### src/rtl/ttt_pkg.sv
// Shared encodings, line table and small helpers for the tic-tac-toe controller.
package ttt_pkg;

   localparam int unsigned CELL_W    = 2;
   localparam int unsigned NUM_CELLS = 9;
   localparam int unsigned NUM_LINES = 8;
   localparam int unsigned CUR_W     = 4;
   localparam int unsigned TMR_W     = 32;

   localparam logic [CELL_W-1:0] EMPTY = 2'b00;
   localparam logic [CELL_W-1:0] P1    = 2'b01;
   localparam logic [CELL_W-1:0] P2    = 2'b10;

   localparam logic [CUR_W-1:0] CURSOR_HOME = 4'd5;

   typedef enum logic [1:0] {
      ST_PLAY  = 2'b00,
      ST_CHECK = 2'b01,
      ST_WIN   = 2'b10,
      ST_DRAW  = 2'b11
   } game_state_t;

   // Zero-based cell indices of the 3 rows, 3 columns and 2 diagonals
   localparam logic [3:0] LINE_TBL [NUM_LINES][3] = '{
      '{4'd0, 4'd1, 4'd2}, '{4'd3, 4'd4, 4'd5}, '{4'd6, 4'd7, 4'd8},
      '{4'd0, 4'd3, 4'd6}, '{4'd1, 4'd4, 4'd7}, '{4'd2, 4'd5, 4'd8},
      '{4'd0, 4'd4, 4'd8}, '{4'd2, 4'd4, 4'd6}
   };

   function automatic logic [CELL_W-1:0] other_player(input logic [CELL_W-1:0] p);
      return (p == P1) ? P2 : P1;
   endfunction

   // One cursor step with row/column wrap; priority up > down > left > right
   function automatic logic [CUR_W-1:0] cursor_move(input logic [CUR_W-1:0] cur,
                                                    input logic up, input logic down,
                                                    input logic left, input logic right);
      logic [CUR_W-1:0] nxt;
      nxt = cur;
      if (up)
         nxt = (cur <= 4'd3) ? 4'(cur + 4'd6) : 4'(cur - 4'd3);
      else if (down)
         nxt = (cur >= 4'd7) ? 4'(cur - 4'd6) : 4'(cur + 4'd3);
      else if (left)
         nxt = (cur == 4'd1 || cur == 4'd4 || cur == 4'd7) ? 4'(cur + 4'd2) : 4'(cur - 4'd1);
      else if (right)
         nxt = (cur == 4'd3 || cur == 4'd6 || cur == 4'd9) ? 4'(cur - 4'd2) : 4'(cur + 4'd1);
      return nxt;
   endfunction

endpackage

### src/rtl/ttt_line_check.sv
// Combinational board evaluation: any completed line, its owner, and board-full flag.
module ttt_line_check
   import ttt_pkg::*;
(
   input  logic [17:0] cells,
   output logic        win_c,
   output logic [1:0]  win_code_c,
   output logic        full_c
);

   logic [CELL_W-1:0] a, b, c;

   always_comb begin
      win_c      = 1'b0;
      win_code_c = EMPTY;
      full_c     = 1'b1;
      a          = EMPTY;
      b          = EMPTY;
      c          = EMPTY;
      for (int i = 0; i < int'(NUM_CELLS); i++) begin
         if (cells[CELL_W*i +: CELL_W] == EMPTY) full_c = 1'b0;
      end
      for (int l = 0; l < int'(NUM_LINES); l++) begin
         a = cells[CELL_W*int'(LINE_TBL[l][0]) +: CELL_W];
         b = cells[CELL_W*int'(LINE_TBL[l][1]) +: CELL_W];
         c = cells[CELL_W*int'(LINE_TBL[l][2]) +: CELL_W];
         if (!win_c && a != EMPTY && a == b && b == c) begin
            win_c      = 1'b1;
            win_code_c = a;
         end
      end
   end

endmodule

### src/rtl/ttt_game_ctrl.sv
// Tic-tac-toe game controller: board, cursor, turn timer and PLAY/CHECK/WIN/DRAW sequencing.
module ttt_game_ctrl
   import ttt_pkg::*;
#(
   parameter logic [1:0]  FIRST_PLAYER = 2'b01,
   parameter logic [31:0] TURN_TIMEOUT = 32'd250_000_000
)(
   input  logic       clk,
   input  logic       reset,
   input  logic       btn_up,
   input  logic       btn_down,
   input  logic       btn_left,
   input  logic       btn_right,
   input  logic       btn_sel,
   input  logic       btn_new,
   output logic [1:0] pos1,
   output logic [1:0] pos2,
   output logic [1:0] pos3,
   output logic [1:0] pos4,
   output logic [1:0] pos5,
   output logic [1:0] pos6,
   output logic [1:0] pos7,
   output logic [1:0] pos8,
   output logic [1:0] pos9,
   output logic [3:0] cursor,
   output logic [1:0] turn,
   output logic [1:0] game_state,
   output logic [1:0] winner
);

   game_state_t                          state, state_nx;
   logic [NUM_CELLS-1:0][CELL_W-1:0]     board, board_nx;
   logic [CUR_W-1:0]                     cursor_q, cursor_nx;
   logic [CELL_W-1:0]                    turn_q, turn_nx;
   logic [CELL_W-1:0]                    winner_q, winner_nx;
   logic [TMR_W-1:0]                     timer, timer_nx;
   logic [CUR_W-1:0]                     cur_idx;
   logic                                 accepted;
   logic                                 win_c, full_c;
   logic [CELL_W-1:0]                    win_code_c;

   ttt_line_check u_line_check (
      .cells      (board),
      .win_c      (win_c),
      .win_code_c (win_code_c),
      .full_c     (full_c)
   );

   assign cur_idx = 4'(cursor_q - 4'd1);

   always_ff @(posedge clk or negedge reset) begin
      if (!reset) begin
         state    <= ST_PLAY;
         board    <= '0;
         cursor_q <= CURSOR_HOME;
         turn_q   <= FIRST_PLAYER;
         winner_q <= EMPTY;
         timer    <= TURN_TIMEOUT;
      end else begin
         state    <= state_nx;
         board    <= board_nx;
         cursor_q <= cursor_nx;
         turn_q   <= turn_nx;
         winner_q <= winner_nx;
         timer    <= timer_nx;
      end
   end

   always_comb begin
      state_nx  = state;
      board_nx  = board;
      cursor_nx = cursor_q;
      turn_nx   = turn_q;
      winner_nx = winner_q;
      timer_nx  = TURN_TIMEOUT;
      accepted  = 1'b0;
      if (btn_new) begin
         state_nx  = ST_PLAY;
         board_nx  = '0;
         cursor_nx = CURSOR_HOME;
         turn_nx   = FIRST_PLAYER;
         winner_nx = EMPTY;
      end else begin
         case (state)
            ST_PLAY: begin
               timer_nx = timer;
               // A select always swallows any same-cycle direction pulse
               if (btn_sel) begin
                  if (board[cur_idx] == EMPTY) begin
                     board_nx[cur_idx] = turn_q;
                     state_nx          = ST_CHECK;
                     timer_nx          = TURN_TIMEOUT;
                     accepted          = 1'b1;
                  end
               end else begin
                  cursor_nx = cursor_move(cursor_q, btn_up, btn_down, btn_left, btn_right);
               end
               if (!accepted && TURN_TIMEOUT != 32'd0) begin
                  if (timer == 32'd0) begin
                     turn_nx  = other_player(turn_q);
                     timer_nx = TURN_TIMEOUT;
                  end else begin
                     timer_nx = 32'(timer - 32'd1);
                  end
               end
            end
            ST_CHECK: begin
               if (win_c) begin
                  state_nx  = ST_WIN;
                  winner_nx = win_code_c;
               end else if (full_c) begin
                  state_nx = ST_DRAW;
               end else begin
                  state_nx = ST_PLAY;
                  turn_nx  = other_player(turn_q);
               end
            end
            default: ;
         endcase
      end
   end

   assign {pos9, pos8, pos7, pos6, pos5, pos4, pos3, pos2, pos1} = board;
   assign cursor     = cursor_q;
   assign turn       = turn_q;
   assign game_state = state;
   assign winner     = winner_q;

endmodule

### config.mk
export PLATFORM = sky130hd
export DESIGN_NAME = ttt_game_ctrl
export DESIGN_NICKNAME = d
export VERILOG_FILES = /design/src/rtl/ttt_pkg.sv /design/src/rtl/ttt_line_check.sv /design/src/rtl/ttt_game_ctrl.sv
export SDC_FILE = /design/constraint.sdc
export NUM_CORES = 1
export LEC_CHECK = 0
export CORE_MARGIN = 2
export CORE_UTILIZATION = 42
export DETAILED_ROUTE_END_ITERATION = 8
export GPL_ROUTABILITY_DRIVEN = 0
export PLACE_DENSITY = 0.68
export SETUP_SLACK_MARGIN = 0.5
export SYNTH_ARGS = -nofsm -noshare
export SYNTH_HDL_FRONTEND = slang
export SYNTH_SLANG_ARGS = --single-unit
export TNS_END_PERCENT = 100
### constraint.sdc
create_clock -name clk -period 2.9 [get_ports clk]
set_input_delay 0.435 -clock clk [delete_from_list [all_inputs] [get_ports clk]]
set_output_delay 0.435 -clock clk [all_outputs]
set_load 0.01 [all_outputs]
==> flow_metrics.tcl, run 1 <==
set metrics [dict create \
    worstSetupPathType "reg -> reg" \
    viasPerCell 5.74 \
    num_vias 3711 \
    synth_cell_types 74 \
    cts_max_level 3 \
    core_area_um2 9280 \
    grt_overflow_total 0 \
    synthCells 465 \
    hold_viol_final 0 \
    worst_ep_required_time_ps 3140 \
    slew_headroom_pct 48.4 \
    num_rows 35 \
    place_hpwl_um 7160 \
    regArea_um2 1530 \
    die_x_um 102 \
    ys_seq_elements 60 \
    synth_edf_count 0 \
    initial_core_util_pct 43.5 \
    setup_viol 0 \
    power-per-cell-area_nw_per_um2 571 \
    first_iter_violations 202 \
    grt_max_degree 29 \
    slew_viol_final 0 \
    numCtsBuffers 9 \
    rsz0062_at_grt "true" \
    cts.sinks 60 \
    vdd_drop_max_mv 0.314 \
    clk_latency_ps 350 \
    drc_errors 0 \
    final_nets 533 \
    first_pass_iters 5 \
    drv_cap 0 \
    setup_tns_ps 0 \
    arrival_ps 2680 \
    cts_tree "done" \
    holdWs_ps 89.1 \
    drive_above_1_share_pct 24.0 \
    port_buffers 35 \
    grt.total_usage_pct 20.6 \
    tightest_slew_ps 768 \
    wl_um 10400 \
    worstSetupEndpointType "flip-flop" \
    worst_slack_ps 469 \
    area_growth_pct 25.7 \
    dieHeight_um 102 \
    grt_pass1_wl_um 17000 \
    clkTransAtPathRegs_ps 80 \
    finalCritPeriodShare_pct 83.8 \
    pre_cts_ws_ps 291 \
    grt_pass1_vias 3595 \
    n_fill_cell 857 \
    synth-async-reset-ratio_pct 100 \
    largest_reg_flops 32 \
    antenna_cells 0 \
    cp-start-kind "flip-flop" \
    layout_min_cycle_time_ps 2430 \
    regMostFlops "timer" \
    skew_ps 12.6 \
    ctsRootBufferMaster "clkbuf_8" \
    synth_top_flop_cell "dfrtp_1" \
    cts_max_path_buffers 2 \
    fin_total_pwr_mw 2.90 \
    wl_per_cell_um 16.2 \
    yosysWarningCount 0 \
    p_leak_nw 2.00 \
    max_freq_mhz 411 \
    outcome "finished, final reports clean" \
    synth_seq_area_share_pct 37.7 \
    ctsHoldBuffers 0 \
    synth.cell_area_um2 4040 \
    multi_input_area_um2 2580 \
    syn_avg_cell_area_um2 8.68 \
    syn_nets 486 \
    fp.dieArea_um2 10400 \
    io_pins 36 \
    antenna_left 0 \
    antenna_found_initial 0 \
    critPathMaxFanout 6 \
    hp-class "in -> async" \
]
==> critical path, stage by stage, from the launching register on <==
cell,delay (ps)
dfstp_2,590
inv_6,60
ha_4,310
mux4_2,330
a22o_1,270
o21ai_4,220
a21oi_2,80
a211o_1,250
a31o_1,220
==> layout by cell type, fill, tap and decap left out, drive strengths merged, types with 3 or more instances in the layout <==
| cell type | n |
|---|---|
| nor2 | 53 |
| nand2 | 49 |
| dfrtp | 44 |
| nand3 | 38 |
| clkdlybuf4s50 | 34 |
| xnor2 | 25 |
| buf | 25 |
| a21oi | 25 |
| o21ai | 21 |
| nor3 | 19 |
| dfstp | 16 |
| inv | 13 |
| nor4 | 13 |
| ha | 13 |
| clkbuf | 10 |
| nor2b | 8 |
| or3 | 7 |
| or4 | 7 |
| xor2 | 6 |
| o22ai | 5 |
| or2 | 5 |
| o31ai | 4 |
| mux2i | 4 |
| o211ai | 4 |
| and4b | 4 |
| o2111ai | 3 |
| nand2b | 3 |
| a211o | 3 |
| a21o | 3 |
| and2 | 3 |
| a211oi | 3 |
| and3 | 3 |
==> cell type report <==
cell class,instances,area share (%)
Multi-Input combinational cell,370,50.8
Sequential cell,60,30.2
Timing Repair Buffer,60,10.5
Tap cell,129,3.18
Clock buffer,9,2.44
Clock inverter,7,1.95
Inverter,11,0.912
==> synth_stat cells, types with 6 or more instances <==
master	n	area, um2
dfstp_2	16	420
nor4_1	11	68.8
ha_1	13	163
a21oi_1	24	120
xnor2_1	25	219
nand3_1	37	185
nor3_1	16	80.1
or3_1	7	43.8
buf_2	8	40.0
nor2_1	53	199
xor2_1	6	52.6
o21ai_0	20	100
dfrtp_1	44	1100
clkbuf_1	9	33.8
nor2b_1	8	50.1
nand2_1	49	184
inv_1	11	41.3
==> what timing repair did <==
item                       CTS  global route
buffers inserted             6            10
pin swaps                    5             7
gates resized for setup     19            35
setup endpoints to repair   56            33
==> layer usage <==
metal	wire (um)	GRT usage (%)	share of wire, %	up-vias
li1	-	-	-	1778
met1	4810	28.9	46	1794
met2	4940	31.8	47	128
met3	589	3.97	5.6	11
met4	109	7.79	1.0	0
met5	0	0	0	-
==> report_power, final <==
part | switching [mW] | internal (mW) | leakage [nW] | total [mW]
registers | 0.116 | 0.916 | 0.762 | 1.03
clock network | 0.367 | 0.489 | 0.110 | 0.856
logic | 0.553 | 0.456 | 1.13 | 1.01
==> through the flow <==
| stage | instances | utilization (%) | cell area, um2 |
|---|---|---|---|
| 2_1_floorplan | 465 | - | 4120 |
| 3_3_place_gp | 614 | 48.6 | 4510 |
| 3_5_place_dp | 614 | 48.6 | 4510 |
| 4_1_cts | 636 | 52.5 | 4870 |
| 5_1_grt | 646 | 54.7 | 5070 |
| 6_report | 646 | 54.7 | 5070 |
==> worst paths after layout <==
path                           start   endpoint  slack [ps]  cells past startpoint
max                        cursor[0]    turn[1]         470                      8
min                            reset  timer[14]          90                      1
max reg2reg                cursor[0]    turn[1]         470                      8
min reg2reg                winner[1]  winner[1]         500                      1
max in group asynchronous      reset  timer[26]        2060                      2
min in group clk           winner[1]  winner[1]         500                      1
==> kinds of logic (layout without fill, tap and decap cells) <==
kind of cell	Yosys count	count (layout)	share of synthesized area, %
AO/OA/AOI/OAI	96	96	15.9
XOR/XNOR	31	31	6.73
adder cells (fa/ha/maj)	13	13	4.03
buffers and inverters	35	87	4.53
flip-flops	60	60	37.7
multiplexers	7	7	2.20
AND/OR/NAND/NOR	223	223	28.9
Note: power is estimated with default switching activity, not from simulation.
==> inputs of run 2 (changes only) <==
- PLACE_DENSITY: 0.68 -> 0.65
- clock period: 2.9 -> 2.3 ns (I/O delays scaled with it)
==> flow_metrics.tcl, run 2 (same netlist as run 1, synthesis figures left out) <==
set metrics [dict create \
    layout_min_cycle_time_ps 2430 \
    slew_viol_final 0 \
    fp.dieArea_um2 10400 \
    p_leak_nw 2.74 \
    clkTransAtPathRegs_ps 70 \
    arrival_ps 2660 \
    cts.sinks 60 \
    core_area_um2 9280 \
    critPathMaxFanout 5 \
    antenna_left 0 \
    holdWs_ps 24.8 \
    wl_per_cell_um 17.1 \
    clk_latency_ps 340 \
    worst_slack_ps -132 \
    final_nets 627 \
    dieHeight_um 102 \
    layout_commonest_cell "buf_4" \
    antenna_cells 0 \
    setup_tns_ps -856 \
    regMostFlops "timer" \
    tightest_slew_ps 730 \
    viasPerCell 5.54 \
    n_fill_cell 714 \
    cts_tree "done" \
    power-per-cell-area_nw_per_um2 666 \
    cts_max_path_buffers 2 \
    grt_pass1_vias 4105 \
    drive_above_1_share_pct 46.2 \
    first_pass_iters 5 \
    hp-class "in -> async" \
    vdd_drop_max_mv 0.363 \
    rsz0062_at_grt "true" \
    hold_viol_final 0 \
    comb_power_share_pct 45.5 \
    wl_um 12600 \
    switching_share_pct 35.4 \
    max_freq_mhz 411 \
    finalCritPeriodShare_pct 106 \
    first_iter_violations 224 \
    grt_pass1_wl_um 20300 \
    ctsRootBufferMaster "clkbuf_8" \
    drc_errors 0 \
    place_hpwl_um 8290 \
    skew_ps 8.04 \
    worstSetupPathType "reg -> reg" \
    area_growth_pct 55.6 \
    drv_cap 0 \
    violations "setup timing" \
    pwr-share-seq_pct 30.1 \
    numCtsBuffers 9 \
    cts_max_level 3 \
    grt_max_degree 30 \
    grt_overflow_total 0 \
    ctsHoldBuffers 0 \
    layout_common_cells "buf_4, nor2_1, nand2_1" \
    io_pins 36 \
    grt.total_usage_pct 24.5 \
    worstSetupEndpointType "flip-flop" \
    power.internal_mw 2.70 \
    clockPowerShare_pct 24.4 \
    power.switching_mw 1.48 \
    outcome "finished, violations left" \
    cp-start-kind "flip-flop" \
    initial_core_util_pct 43.5 \
    antenna_found_initial 0 \
    largest_reg_flops 32 \
    setup_viol 24 \
    die_x_um 102 \
    slew_headroom_pct 51.0 \
    num_rows 35 \
    worst_ep_required_time_ps 2530 \
    port_buffers 35 \
    num_vias 4100 \
]
[run 2: changes by cell type in the layout (fill, tap and decap cells not counted), moves of 8 or more]
cell             change
clkdlybuf4s50_1     -16
o21ai_0             -12
nor2_2               +9
buf_6               +14
nand2_1              -8
o21ai_2             +10
nor2_1               -9
buf_4               +75
[run 2: power by group through the flow]
stage          clock network (mW)  logic, mW  registers (mW)
2_1_floorplan                   0      0.821            1.27
3_3_place_gp                    0       1.34            1.27
3_5_place_dp                    0       1.36            1.28
4_1_cts                      1.04       1.74            1.25
5_1_grt                      1.08       2.05            1.27
6_report                     1.02       1.90            1.26
[run 2: final timing paths]
check	startpoint	to	slack, ps	cells past startpoint
setup / recovery	cursor[0]	game_state[0]	-130	10
hold / removal	reset	timer[11]	20	1
setup reg to reg	cursor[0]	game_state[0]	-130	10
hold reg to reg	timer[0]	timer[0]	480	1
max in group asynchronous	reset	pos9[0]	1530	2
min in group clk	timer[0]	timer[0]	480	1
[run 2: layout make-up]
class	count	area (um2)	area share (%)
multi-input combinational	370	2970	47.3
clock buffer	13	169	2.69
sequential	60	1540	24.5
inverter	11	46.3	0.737
tap	129	161	2.57
clock inverter	3	45.0	0.717
timing repair buffer	154	1350	21.5
[run 2: what timing repair did]
| item | in CTS | in global routing |
|---|---|---|
| setup buffers | 33 | 7 |
| pin swaps | 48 | 12 |
| resized for setup | 127 | 61 |
| endpoints found under the setup margin | 77 | 71 |
| gates cloned | 0 | 1 |
| hold endpoints to repair | 0 | 0 |
[run 2: metrics by stage]
stage	cell area, um2	std cells	power, mW	utilization (%)	setup WS, ps
2_1_floorplan	4170	465	2.09	-	-229
3_3_place_gp	5090	683	2.62	54.8	-16.6
3_5_place_dp	5090	683	2.64	54.8	-105
4_1_cts	5970	732	4.02	64.3	-65.3
5_1_grt	6280	740	4.40	67.7	-187
6_report	6280	740	4.18	67.7	-132
[run 2: worst max-delay path: stages, from the launching register on]
cell and delay [ps]:
dfstp_2 590, inv_6 50, ha_4 300, mux4_2 330, a22o_1 290, nor2_1 120, nor2_1 80, buf_4 140
buf_6 100, a21o_1 140, a32o_1 200
[run 2: metal layers]
layer,up-vias,wire length [um],GRT usage (%)
li1,1963,-,-
met1,1992,5520,32.7
met2,119,6330,40.9
met3,26,483,3.21
met4,0,289,9.03
met5,-,0,0
==> inputs of run 3 (changes only) <==
- CORE_MARGIN: 2 -> not set
==> flow_metrics.tcl, run 3 (same netlist as run 1, synthesis figures left out) <==
set metrics [dict create \
    outcome "finished, violations left" \
    violations "setup timing" \
    die_x_um 100 \
    ctsRootBufferMaster "clkbuf_8" \
    first_iter_violations 303 \
    final_nets 638 \
    dieHeight_um 100 \
    grt_use_met1_pct 33.4 \
    setup_tns_ps -2270 \
    cts_max_level 3 \
    clkTransAtPathRegs_ps 80 \
    r2r_cells 8 \
    hold_viol_final 0 \
    slowest_stage "dfstp_2" \
    port_buffers 35 \
    arrival_ps 2650 \
    ctsHoldBuffers 0 \
    skew_ps 12.1 \
    slew_viol_final 0 \
    critPathMaxFanout 6 \
    power-per-cell-area_nw_per_um2 646 \
    cp_cell_sequence "inv_6 > ha_4 > mux4_2 > a22o_1 > o21ai_4 > a21oi_1 > a211o_1 > a31o_1" \
    max_freq_mhz 413 \
    p_leak_nw 2.82 \
    worstSetupPathType "reg -> reg" \
    grt_use_met2_pct 44.6 \
    drive_above_1_share_pct 48.6 \
    layout_min_cycle_time_ps 2420 \
    worstSetupEndpointType "flip-flop" \
    wl_per_cell_um 18.3 \
    worst_slack_ps -123 \
    num_vias 4365 \
    n_fill_cell 661 \
    setup_viol 41 \
    pre_cts_ws_ps -86.0 \
    layout_commonest_cell "buf_4" \
    regMostFlops "timer" \
    grt_pass1_vias 4210 \
    wl_um 13800 \
    worst_ep_required_time_ps 2530 \
    slew_headroom_pct 47.7 \
    clk_latency_ps 340 \
    num_rows 35 \
    grt.total_usage_pct 26.2 \
    cts_tree "done" \
    grt_util_met3_pct 4.53 \
    cts.sinks 60 \
    multi_input_area_um2 2990 \
    grt_pass1_wl_um 20600 \
    antenna_found_initial 0 \
    numCtsBuffers 9 \
    io_pins 36 \
    area_growth_pct 56.9 \
    crit_path_max_incr_delay_ps 590 \
    place_hpwl_um 8000 \
    regArea_um2 1540 \
    vdd_drop_max_mv 0.351 \
    antenna_left 0 \
    cts_max_path_buffers 2 \
    largest_reg_flops 32 \
    cp-start-kind "flip-flop" \
    fp.dieArea_um2 10000 \
    first_pass_iters 5 \
    initial_core_util_pct 43.5 \
    gr-max-usage-layer "met2" \
    tightest_slew_ps 784 \
    grt_max_degree 61 \
    drv_cap 0 \
    hp-class "in -> async" \
    finalCritPeriodShare_pct 105 \
    core_area_um2 9280 \
    antenna_cells 0 \
    grt_overflow_total 0 \
    final_util_pct 68.2 \
    drc_errors 0 \
    layout_common_cells "buf_4, nor2_1, nand2_1" \
    viasPerCell 5.81 \
    rsz0062_at_grt "true" \
]
-- run 3: area by class of cell --
type / count / area share (%)
Tap cell: 129 / 2.55
Multi-Input combinational cell: 370 / 47.2
Timing Repair Buffer: 165 / 22.4
Clock buffer: 11 / 2.23
Inverter: 11 / 0.771
Sequential cell: 60 / 24.3
Clock inverter: 5 / 0.573
-- run 3: critical path: cells and delay by family, from the launching register on --
kind                       cells  cell delay (ps)
DFF                            1              590
buffers and inverters          1               40
AOI/OAI and AO/OA              5             1000
adders and majority gates      1              320
muxes                          1              350
-- run 3: through the flow --
step           cell area, um2  hold WS, ps  power [mW]  instances
2_1_floorplan            4170         49.4        2.09        465
3_3_place_gp             5060          459        2.62        679
3_5_place_dp             5060          465        2.65        679
4_1_cts                  5940          175        3.90        730
5_1_grt                  6330          215        4.29        751
6_report                 6330          139        4.09        751
-- run 3: worst paths after layout --
check / startpoint / slack, ps / endpoint
worst max-delay path: cursor[0] / -120 / turn[1]
worst min-delay path: reset / 140 / timer[5]
worst max register to register: cursor[0] / -120 / turn[1]
worst min register to register: timer[0] / 480 / timer[0]
max in group asynchronous: reset / 1570 / pos1[0]
min in group clk: timer[0] / 480 / timer[0]
-- run 3: where the power goes --
group | switching [mW] | internal (mW) | total [mW] | leakage, nW
clock network | 0.452 | 0.422 | 0.875 | 0.0820
logic | 1.00 | 0.957 | 1.96 | 1.99
registers | 0.105 | 1.16 | 1.26 | 0.751
total | 1.56 | 2.54 | 4.09 | 2.82
-- run 3: repair_timing --
action,in CTS,in global routing
cloned,0,1
setup buffers,35,20
gates resized for setup,139,64
endpoints found under the setup margin,77,71
pin swaps,39,27
-- run 3: per-layer routing --
layer	part of all wire [%]	wire [um]
met1	42	5710
met2	49	6700
met3	5.9	816
met4	3.9	538
met5	0	0
